<file path="config.mk">
export PLATFORM = sky130hd
export DESIGN_NAME = cv_link_seq
export DESIGN_NICKNAME = d
export VERILOG_FILES = /design/src/rtl/cv_link_pkg.sv /design/src/rtl/cv_debounce.sv /design/src/rtl/cv_link_seq.sv
export SDC_FILE = /design/constraint.sdc
export NUM_CORES = 1
export LEC_CHECK = 0
export CAP_MARGIN = 20
export CORE_MARGIN = 3
export CORE_UTILIZATION = 55
export CTS_CLUSTER_SIZE = 8
export DETAILED_ROUTE_END_ITERATION = 10
export PLACE_DENSITY = 0.8
export RECOVER_POWER = 50
export REMOVE_ABC_BUFFERS = 1
export SETUP_SLACK_MARGIN = 0.4
export SKIP_CTS_REPAIR_TIMING = 1
export SYNTH_ARGS = -nofsm -noshare
export SYNTH_HDL_FRONTEND = slang
export SYNTH_SLANG_ARGS = --single-unit
</file>
<file path="constraint.sdc">
create_clock -name clk -period 3.1 [get_ports clk]
set_input_delay 0.465 -clock clk [delete_from_list [all_inputs] [get_ports clk]]
set_output_delay 0.465 -clock clk [all_outputs]
set_load 0.02 [all_outputs]
</file>
<file path="src/rtl/cv_link_pkg.sv">
// Shared state encoding and default timing for the TMDS link bring-up sequencer.
package cv_link_pkg;

    typedef enum logic [2:0] {
        ST_IDLE       = 3'd0,
        ST_WAIT_LOCK  = 3'd1,
        ST_SERDES_RST = 3'd2,
        ST_SETTLE     = 3'd3,
        ST_WAIT_FRAME = 3'd4,
        ST_ACTIVE     = 3'd5,
        ST_FAULT      = 3'd6,
        ST_ILLEGAL    = 3'd7
    } link_state_e;

    localparam int DEF_LOCK_STABLE_CYC  = 1024;
    localparam int DEF_SERDES_RST_CYC   = 16;
    localparam int DEF_SETTLE_CYC       = 64;
    localparam int DEF_HPD_DEBOUNCE_CYC = 65536;

    function automatic int cnt_width(input int max_val);
        return $clog2(max_val) + 1;
    endfunction

    function automatic int max4(input int a, input int b, input int c, input int d);
        int m;
        m = a;
        if (b > m) m = b;
        if (c > m) m = c;
        if (d > m) m = d;
        return m;
    endfunction

endpackage

</file>
<file path="src/rtl/cv_debounce.sv">
// Hot-plug detect synchronizer and stability filter; the filtered level only
// moves after the synchronized input has disagreed with it for a full window.
module cv_debounce
    import cv_link_pkg::*;
#(
    parameter int HPD_DEBOUNCE_CYC = DEF_HPD_DEBOUNCE_CYC
) (
    input  logic clk,
    input  logic reset,
    input  logic hpd,
    output logic hpd_db
);

    localparam int CW = cnt_width(HPD_DEBOUNCE_CYC);
    localparam logic [CW-1:0] DB_LAST = CW'(HPD_DEBOUNCE_CYC - 1);

    logic          sync1_q;
    logic          sync2_q;
    logic          db_q;
    logic          db_d;
    logic [CW-1:0] cnt_q;
    logic [CW-1:0] cnt_d;

    always_comb begin
        db_d  = db_q;
        cnt_d = '0;
        // Agreement (including a bounce back) restarts the window.
        if (sync2_q != db_q) begin
            if (cnt_q == DB_LAST) begin
                db_d = sync2_q;
            end else begin
                cnt_d = cnt_q + 1'b1;
            end
        end
    end

    always_ff @(posedge clk) begin
        if (reset) begin
            sync1_q <= 1'b0;
            sync2_q <= 1'b0;
            db_q    <= 1'b0;
            cnt_q   <= '0;
        end else begin
            sync1_q <= hpd;
            sync2_q <= sync1_q;
            db_q    <= db_d;
            cnt_q   <= cnt_d;
        end
    end

    assign hpd_db = db_q;

endmodule

</file>
<file path="src/rtl/cv_link_seq.sv">
// Link bring-up sequencer: waits for hot-plug and stable PLL lock, pulses the
// serializer reset, blanks while settling, then enables video at a frame origin.
module cv_link_seq
    import cv_link_pkg::*;
#(
    parameter int LOCK_STABLE_CYC  = DEF_LOCK_STABLE_CYC,
    parameter int SERDES_RST_CYC   = DEF_SERDES_RST_CYC,
    parameter int SETTLE_CYC       = DEF_SETTLE_CYC,
    parameter int HPD_DEBOUNCE_CYC = DEF_HPD_DEBOUNCE_CYC
) (
    input  logic       clk,
    input  logic       reset,
    input  logic       pll_locked,
    input  logic       hpd,
    input  logic       frame_start,
    output logic       oserdes_reset,
    output logic       video_en,
    output logic       blank,
    output logic       link_up,
    output logic [2:0] state,
    output logic [7:0] retry_cnt
);

    localparam int CNT_W = cnt_width(max4(LOCK_STABLE_CYC, SERDES_RST_CYC,
                                          SETTLE_CYC, HPD_DEBOUNCE_CYC));
    localparam logic [CNT_W-1:0] LOCK_LAST   = CNT_W'(LOCK_STABLE_CYC - 1);
    localparam logic [CNT_W-1:0] RST_LAST    = CNT_W'(SERDES_RST_CYC - 1);
    localparam logic [CNT_W-1:0] SETTLE_LAST = CNT_W'(SETTLE_CYC - 1);

    logic             hpd_db;
    link_state_e      state_q, state_d;
    logic [CNT_W-1:0] lock_cnt_q, lock_cnt_d;
    logic [CNT_W-1:0] cyc_cnt_q, cyc_cnt_d;
    logic [7:0]       retry_q, retry_d;
    logic             oserdes_reset_q, oserdes_reset_d;
    logic             video_en_q, video_en_d;
    logic             blank_q, blank_d;
    logic             link_up_q, link_up_d;

    cv_debounce #(
        .HPD_DEBOUNCE_CYC(HPD_DEBOUNCE_CYC)
    ) u_hpd_debounce (
        .clk   (clk),
        .reset (reset),
        .hpd   (hpd),
        .hpd_db(hpd_db)
    );

    always_comb begin
        state_d = state_q;
        // Cable removal wins over lock loss so an unplug never counts as a retry.
        if (state_q != ST_IDLE && !hpd_db) begin
            state_d = ST_IDLE;
        end else begin
            case (state_q)
                ST_IDLE:       if (hpd_db) state_d = ST_WAIT_LOCK;
                ST_WAIT_LOCK:  if (pll_locked && lock_cnt_q == LOCK_LAST) state_d = ST_SERDES_RST;
                ST_SERDES_RST: if (!pll_locked) state_d = ST_FAULT;
                               else if (cyc_cnt_q == RST_LAST) state_d = ST_SETTLE;
                ST_SETTLE:     if (!pll_locked) state_d = ST_FAULT;
                               else if (cyc_cnt_q == SETTLE_LAST) state_d = ST_WAIT_FRAME;
                ST_WAIT_FRAME: if (!pll_locked) state_d = ST_FAULT;
                               else if (frame_start) state_d = ST_ACTIVE;
                ST_ACTIVE:     if (!pll_locked) state_d = ST_FAULT;
                ST_FAULT:      state_d = ST_WAIT_LOCK;
                default:       state_d = ST_IDLE;
            endcase
        end

        lock_cnt_d = '0;
        if (state_q == ST_WAIT_LOCK && state_d == ST_WAIT_LOCK && pll_locked) begin
            lock_cnt_d = lock_cnt_q + 1'b1;
        end

        cyc_cnt_d = cyc_cnt_q;
        if (state_d != state_q) begin
            cyc_cnt_d = '0;
        end else if (cyc_cnt_q != '1) begin
            cyc_cnt_d = cyc_cnt_q + 1'b1;
        end

        retry_d = retry_q;
        if (state_d == ST_FAULT && state_q != ST_FAULT && retry_q != 8'hFF) begin
            retry_d = retry_q + 1'b1;
        end

        // Outputs decoded from the next state so they line up with the state register.
        oserdes_reset_d = (state_d == ST_IDLE) || (state_d == ST_WAIT_LOCK) ||
                          (state_d == ST_SERDES_RST) || (state_d == ST_FAULT);
        video_en_d      = (state_d == ST_ACTIVE);
        blank_d         = (state_d != ST_ACTIVE);
        link_up_d       = (state_d == ST_ACTIVE);
    end

    always_ff @(posedge clk) begin
        if (reset) begin
            state_q         <= ST_IDLE;
            lock_cnt_q      <= '0;
            cyc_cnt_q       <= '0;
            retry_q         <= 8'd0;
            oserdes_reset_q <= 1'b1;
            video_en_q      <= 1'b0;
            blank_q         <= 1'b1;
            link_up_q       <= 1'b0;
        end else begin
            state_q         <= state_d;
            lock_cnt_q      <= lock_cnt_d;
            cyc_cnt_q       <= cyc_cnt_d;
            retry_q         <= retry_d;
            oserdes_reset_q <= oserdes_reset_d;
            video_en_q      <= video_en_d;
            blank_q         <= blank_d;
            link_up_q       <= link_up_d;
        end
    end

    assign oserdes_reset = oserdes_reset_q;
    assign video_en      = video_en_q;
    assign blank         = blank_q;
    assign link_up       = link_up_q;
    assign state         = state_q;
    assign retry_cnt     = retry_q;

endmodule

</file>
# ---- After elaboration in Yosys (flattened, before gate mapping)
# Index checks and enable logic that the tools add are counted.
dict set report word_totals {
  output_inout_bits 15
  elab_cells 65
  regBits 68
  in_bits 5
}
dict set report classes {
  bitwise 2
  reduce_logical 17
  mux 11
  add_sub_neg 4
  eq_ne 20
}
# op count
set ops {}
lappend ops {{$add 17x1->17 const B} 3}
lappend ops {{$mux 3} 10}
lappend ops {{$pmux 3 s7} 1}
lappend ops {{$eq 17x10->1 const B} 1}
lappend ops {{$eq 17x16->1 const B} 1}
lappend ops {{$eq 17x4->1 const B} 1}
lappend ops {{$eq 17x6->1 const B} 1}
lappend ops {{$ne 17x17->1 const B} 1}
lappend ops {{$eq 3x3->1 const B} 5}
lappend ops {{$eq 3x2->1 const B} 3}
lappend ops {{$add 8x1->8 const B} 1}
lappend ops {{$ne 8x8->1 const B} 1}
lappend ops {{$eq 3x1->1 const B} 2}
lappend ops {{$logic_and 1x1->1} 6}
lappend ops {{$logic_not 3->1} 2}
lappend ops {{$ne 3x3->1 const B} 2}
lappend ops {{$reduce_or 2->1} 2}
lappend ops {{$logic_or 1x1->1} 3}
lappend ops {{$ne 3x3->1} 1}
lappend ops {{$reduce_bool 3->1} 1}
lappend ops {{$reduce_or 3->1} 1}
lappend ops {{$not 1->1} 2}
lappend ops {{$reduce_and 2->1} 1}
lappend ops {{$logic_not 1->1} 1}
lappend ops {{$ne 1x1->1} 1}

# ---- Depth between registers and ports, before layout
dict set report logic_depth {
  depth_word 10
  mapped_depth 12
  depth_no_buf 11
}

# ---- By module
# From an unflattened synthesis, not the netlist that was laid out.
dict set report unflattened {
  cells_unflattened 372
  area_unflattened_um2 3329.4
}
# module instances area_each_um2 cells_each
set by_module_without_submodules {}
lappend by_module_without_submodules {cv_link_seq 1 2479.9 279}
lappend by_module_without_submodules {cv_debounce 1 849.6 93}

# ---- Worst setup path after synthesis
# Ideal clock, no wire load.
dict set report synth_path {
  path_type {reg2reg}
  startpoint {register cyc_cnt_q[6]}
  endpoint {register cyc_cnt_q[11]}
  arrival_ns 2.303
  setup_slack_ns 0.651
  n_path_buf 1
  stages_incl_launch_ff 13
  t_required_ns 2.954
  cell_sequence {dfxtp_1 -> and3_1 -> and4_1 -> nand4_1 -> nor3_1 -> ha_1 -> clkbuf_1 -> and4b_1 -> nand3_1 -> nor2_1 -> nand4_1 -> xor2_1 -> a211oi_2}
}
dict set report synth_between {
  elab_chain_cells 7
}
# element line
set synth_lines {}
lappend synth_lines {{start: declaration} cv_link_seq.sv:33} ;# logic [CNT_W-1:0] cyc_cnt_q, cyc_cnt_d;
lappend synth_lines {{start signal: assignment} cv_link_seq.sv:108} ;# cyc_cnt_q <= cyc_cnt_d;
lappend synth_lines {{$eq 17x6->1 or $eq 17x4->1 (tied branches)} {cv_link_seq.sv:61, cv_link_seq.sv:59}}
lappend synth_lines {{$mux 3 (on tied branches)} {cv_link_seq.sv:61, cv_link_seq.sv:59}}
lappend synth_lines {{$mux 3 (on tied branches)} {cv_link_seq.sv:60, cv_link_seq.sv:58}}
lappend synth_lines {{$pmux 3 s7} cv_link_seq.sv:55} ;# case (state_q)
lappend synth_lines {{$mux 3} cv_link_seq.sv:52} ;# if (state_q != ST_IDLE && !hpd_db) begin
lappend synth_lines {{$ne 3x3->1} cv_link_seq.sv:76} ;# if (state_d != state_q) begin
lappend synth_lines {{$reduce_or 2->1 (no source line)} n/a}
# Parallel ways exist; a longest one is shown, timed or not.
# A chain may end at the register's enable or synchronous reset.

# ---- Worst setup path in the final report
dict set report layout_path {
  startpoint {input pll_locked}
  endpoint {register cyc_cnt_q[1]}
}
dict set report layout_between {
  elab_chain_cells 6
}
# element line
set layout_lines {}
lappend layout_lines {{start: declaration} cv_link_seq.sv:13} ;# input logic pll_locked,
lappend layout_lines {{$logic_and 1x1->1} cv_link_seq.sv:57} ;# ST_WAIT_LOCK: if (pll_locked && lock_cnt_q == LOCK_LAST) state_d = ST_SERDES_RST;
lappend layout_lines {{$mux 3} cv_link_seq.sv:57}
lappend layout_lines {{$pmux 3 s7 *} cv_link_seq.sv:55}
lappend layout_lines {{$mux 3 *} cv_link_seq.sv:52}
lappend layout_lines {{$ne 3x3->1 *} cv_link_seq.sv:76}
lappend layout_lines {{$reduce_or 2->1 (no source line) *} n/a}
# Mark *: on every way between the ends. The rest lies on a longest branch, timed or not.

==> impl_metrics.json <==
{
  "outcome": "finished, final reports clean",
  "power.total_mw": 1.75,
  "p_leak_nw": 1.29,
  "rsz0062_at_grt": "no",
  "hp-class": "flop to flop",
  "drtPass1Iterations": 4,
  "tns_ns": 0,
  "synth_area_per_cell_um2": 8.97,
  "cts_tree": "yes",
  "start_kind": "input pin",
  "crit_path_end_kind": "flop",
  "vdd_drop_max_uv": 288,
  "first_iter_violations": 141,
  "hold_path_end": "u_hpd_debounce.sync2_q$_SDFF_PP0_",
  "synthFlopType": "dfxtp_1",
  "synth_cell_types": 43,
  "p_switching_mw": 0.346,
  "clkPwrFrac": 0.480,
  "fmax_mhz": 372,
  "synthArstFlopShare": 0,
  "p_sw_frac": 0.198,
  "slew_headroom": 0.496,
  "worstSetupPathType": "input pin to flop",
  "vias": 2672,
  "maxSlewViolCount": 0,
  "die_x_um": 83.2,
  "r2r_start": "cyc_cnt_q[0]$_SDFFE_PP0P_",
  "grt_pass1_wl_um": 11700,
  "layout-drive-gt1-share": 0.0972,
  "coreArea_um2": 5640,
  "hold_violations": 0,
  "fin_area_um2": 3750,
  "n_antenna_cell": 0,
  "worstPathMaxFanout": 17,
  "clk_pin_slew_worst_paths_ns": 0.07,
  "clkLatencyLatePin_ns": 0.35,
  "yosysWarnings": 0,
  "rows": 27,
  "synth_area_leaders": "dfxtp_1 41%, xnor2_1 6.4%, xor2_1 5.1%",
  "routed_wl_um": 6560,
  "final_nets": 397,
  "reg2reg_to": "cyc_cnt_q[11]$_SDFFE_PP0P_",
  "dieArea_um2": 6930,
  "io_buffers": 19,
  "worst_ep_arrival_time_ns": 2.95,
  "place_hpwl_um": 4430,
  "fp.dieH_um": 83.2,
  "grt_max_degree": 21,
  "placed_cell_area_um2": 3510,
  "antenna_found_initial": 0,
  "synth_top_area_share": 0.415,
  "fin_crit_sh": 0.867,
  "min-delay-start": "u_hpd_debounce.sync1_q$_SDFF_PP0_",
  "synth_edf_count": 0,
  "p_seq_frac": 0.504,
  "routedWlPerCell_um": 14.2,
  "grt_overflow_total": 0,
  "met2_usage": 0.337,
  "ys_seq_area_frac": 0.415,
  "whs_ns": 0.444,
  "power_density_nw_per_um2": 467,
  "synthCells": 366,
  "hold_depth": 1,
  "gp_congestion": 0.838,
  "period_minus_slack_ns": 2.69,
  "numCtsBuffers": 9,
  "placed_cells": 445,
  "grtUsageMet1": 0.251,
  "cts_root_buf": "clkbuf_8",
  "fill_cells": 474,
  "grt_usage": 0.203,
  "rrSetupSlack_ns": 0.58,
  "syn2layout_area_growth_pct": 14.2,
  "setup_ws_ns": 0.411,
  "use_met3": 0.0496,
  "crit_start": "pll_locked",
  "synth_top_area_cell": "dfxtp_1",
  "drc_errors": 0,
  "fin_skew_ns": 0.00424,
  "grt-busiest-layer": "met2",
  "dpl_worst_slack_ns": 0.144,
  "setup_violations": 0,
  "htreeDepth": 3,
  "cap_violations": 0,
  "grt_pass1_vias": 2618,
  "intPower_mw": 1.41,
  "required_ns": 3.36,
  "via_per_inst": 5.77,
  "clk_path_buf_depth": 2,
  "antenna_left": 0,
  "reg2reg_depth": 11,
  "num_io_pins": 20,
  "worstMarginPinSlew_ns": 0.756,
  "start_util": 0.582,
  "comb_power_share": 0.016,
  "synth_area_um2": 3280,
  "utilization": 0.664,
  "final_cells": 463,
  "clock-sinks": 68,
  "synth_seq_cells": 68
}
==> routing by layer <==
metal | up-vias | wire [um] | part of all wire
met4 | 0 | 120 | 0.018
li1 | 1353 | - | -
met5 | - | 0 | 0
met1 | 1279 | 3090 | 0.47
met3 | 11 | 173 | 0.026
met2 | 29 | 3180 | 0.48
==> cell usage after synthesis (2+ instances only) <==
cell type and n:
and4_1 4, a211oi_1 8, o21ai_0 9, nor4_2 2, nor4_1 3, nand2b_1 2
o21bai_1 3, a21oi_1 10, or4_1 4, a31o_2 2, xnor2_1 24, nand4_1 12
a211oi_2 10, nor3b_1 2, mux2i_1 4, a211o_1 2, o31ai_1 5, ha_1 6
nor2b_1 8, buf_6 2, inv_1 14, and3_1 14, dfxtp_1 68, or3_1 5
clkbuf_1 10, o211ai_1 2, buf_2 4, xor2_1 19, nor2_1 33, nand2_1 13
nand3_1 23, nor3_1 28
==> sequential cells by signal (all words and copies together), names as in the netlist, 3 cells and up <==
signal / count
cyc_cnt_q: 17
state: 3
retry_cnt: 8
lock_cnt_q: 17
u_hpd_debounce.cnt_q: 17
==> critical path: stages <==
cell	delay (ns)
dlygate4sd3_1	0.60
inv_1	0.13
nor4b_1	0.47
a31o_2	0.26
o21ai_0	0.09
a211o_1	0.59
a211oi_1	0.32
==> area by class of cell <==
type | instances | area, um2 | area share
clock buffer | 12 | 165 | 0.0441
clock inverter | 4 | 70.1 | 0.0187
inverter | 14 | 52.6 | 0.0140
multi-input combinational | 267 | 1780 | 0.475
sequential | 68 | 1360 | 0.363
tap | 72 | 90.1 | 0.0240
timing repair buffer | 26 | 229 | 0.0611
==> logic make-up after synthesis <==
group,after synthesis,synth area share
XOR/XNOR,43,0.115
multiplexers,4,0.0122
adder cells (fa/ha/maj),6,0.0229
buffers and inverters,31,0.0427
flip-flops,68,0.415
AO/OA/AOI/OAI,57,0.134
AND/OR/NAND/NOR,157,0.258
==> worst max path at each step <==
stage | slack (ns) | to | depth (start not counted)
after floorplan | 0.56 | cyc_cnt_q[0]$_SDFFE_PP0P_ | 7
after global placement | 0.26 | retry_cnt[5]$_SDFFE_PP0P_ | 7
after detailed placement | 0.14 | retry_cnt[2]$_SDFFE_PP0P_ | 7
after CTS | 0.50 | retry_cnt[2]$_SDFFE_PP0P_ | 7
after global routing | 0.25 | retry_cnt[4]$_SDFFE_PP0P_ | 8
final | 0.41 | cyc_cnt_q[1]$_SDFFE_PP0P_ | 7
==> power groups by stage <==
stage	registers [mW]	clock network [mW]	logic, mW
after global routing	0.882	0.892	0.0325
final	0.882	0.841	0.0287
after detailed placement	0.902	0	0.0298
after global placement	0.902	0	0.0293
after floorplan	0.901	0	0.0162
after CTS	0.882	0.858	0.0301
==> cells in the final DEF (no fill, tap or decap), types with 5 or more instances in the layout <==
| master | count |
|---|---|
| or3_1 | 5 |
| nand3_1 | 23 |
| nor2b_1 | 8 |
| dfxtp_1 | 68 |
| xnor2_1 | 24 |
| a21oi_1 | 10 |
| and3_1 | 14 |
| nand4_1 | 12 |
| a211oi_2 | 10 |
| nor3_1 | 28 |
| xor2_1 | 19 |
| a211oi_1 | 8 |
| ha_1 | 6 |
| inv_1 | 14 |
| o21ai_0 | 9 |
| clkbuf_8 | 12 |
| nor2_1 | 33 |
| nand2_1 | 13 |
| o31ai_1 | 5 |
| dlygate4sd3_1 | 17 |
Note: power is estimated with default switching activity, not from simulation.
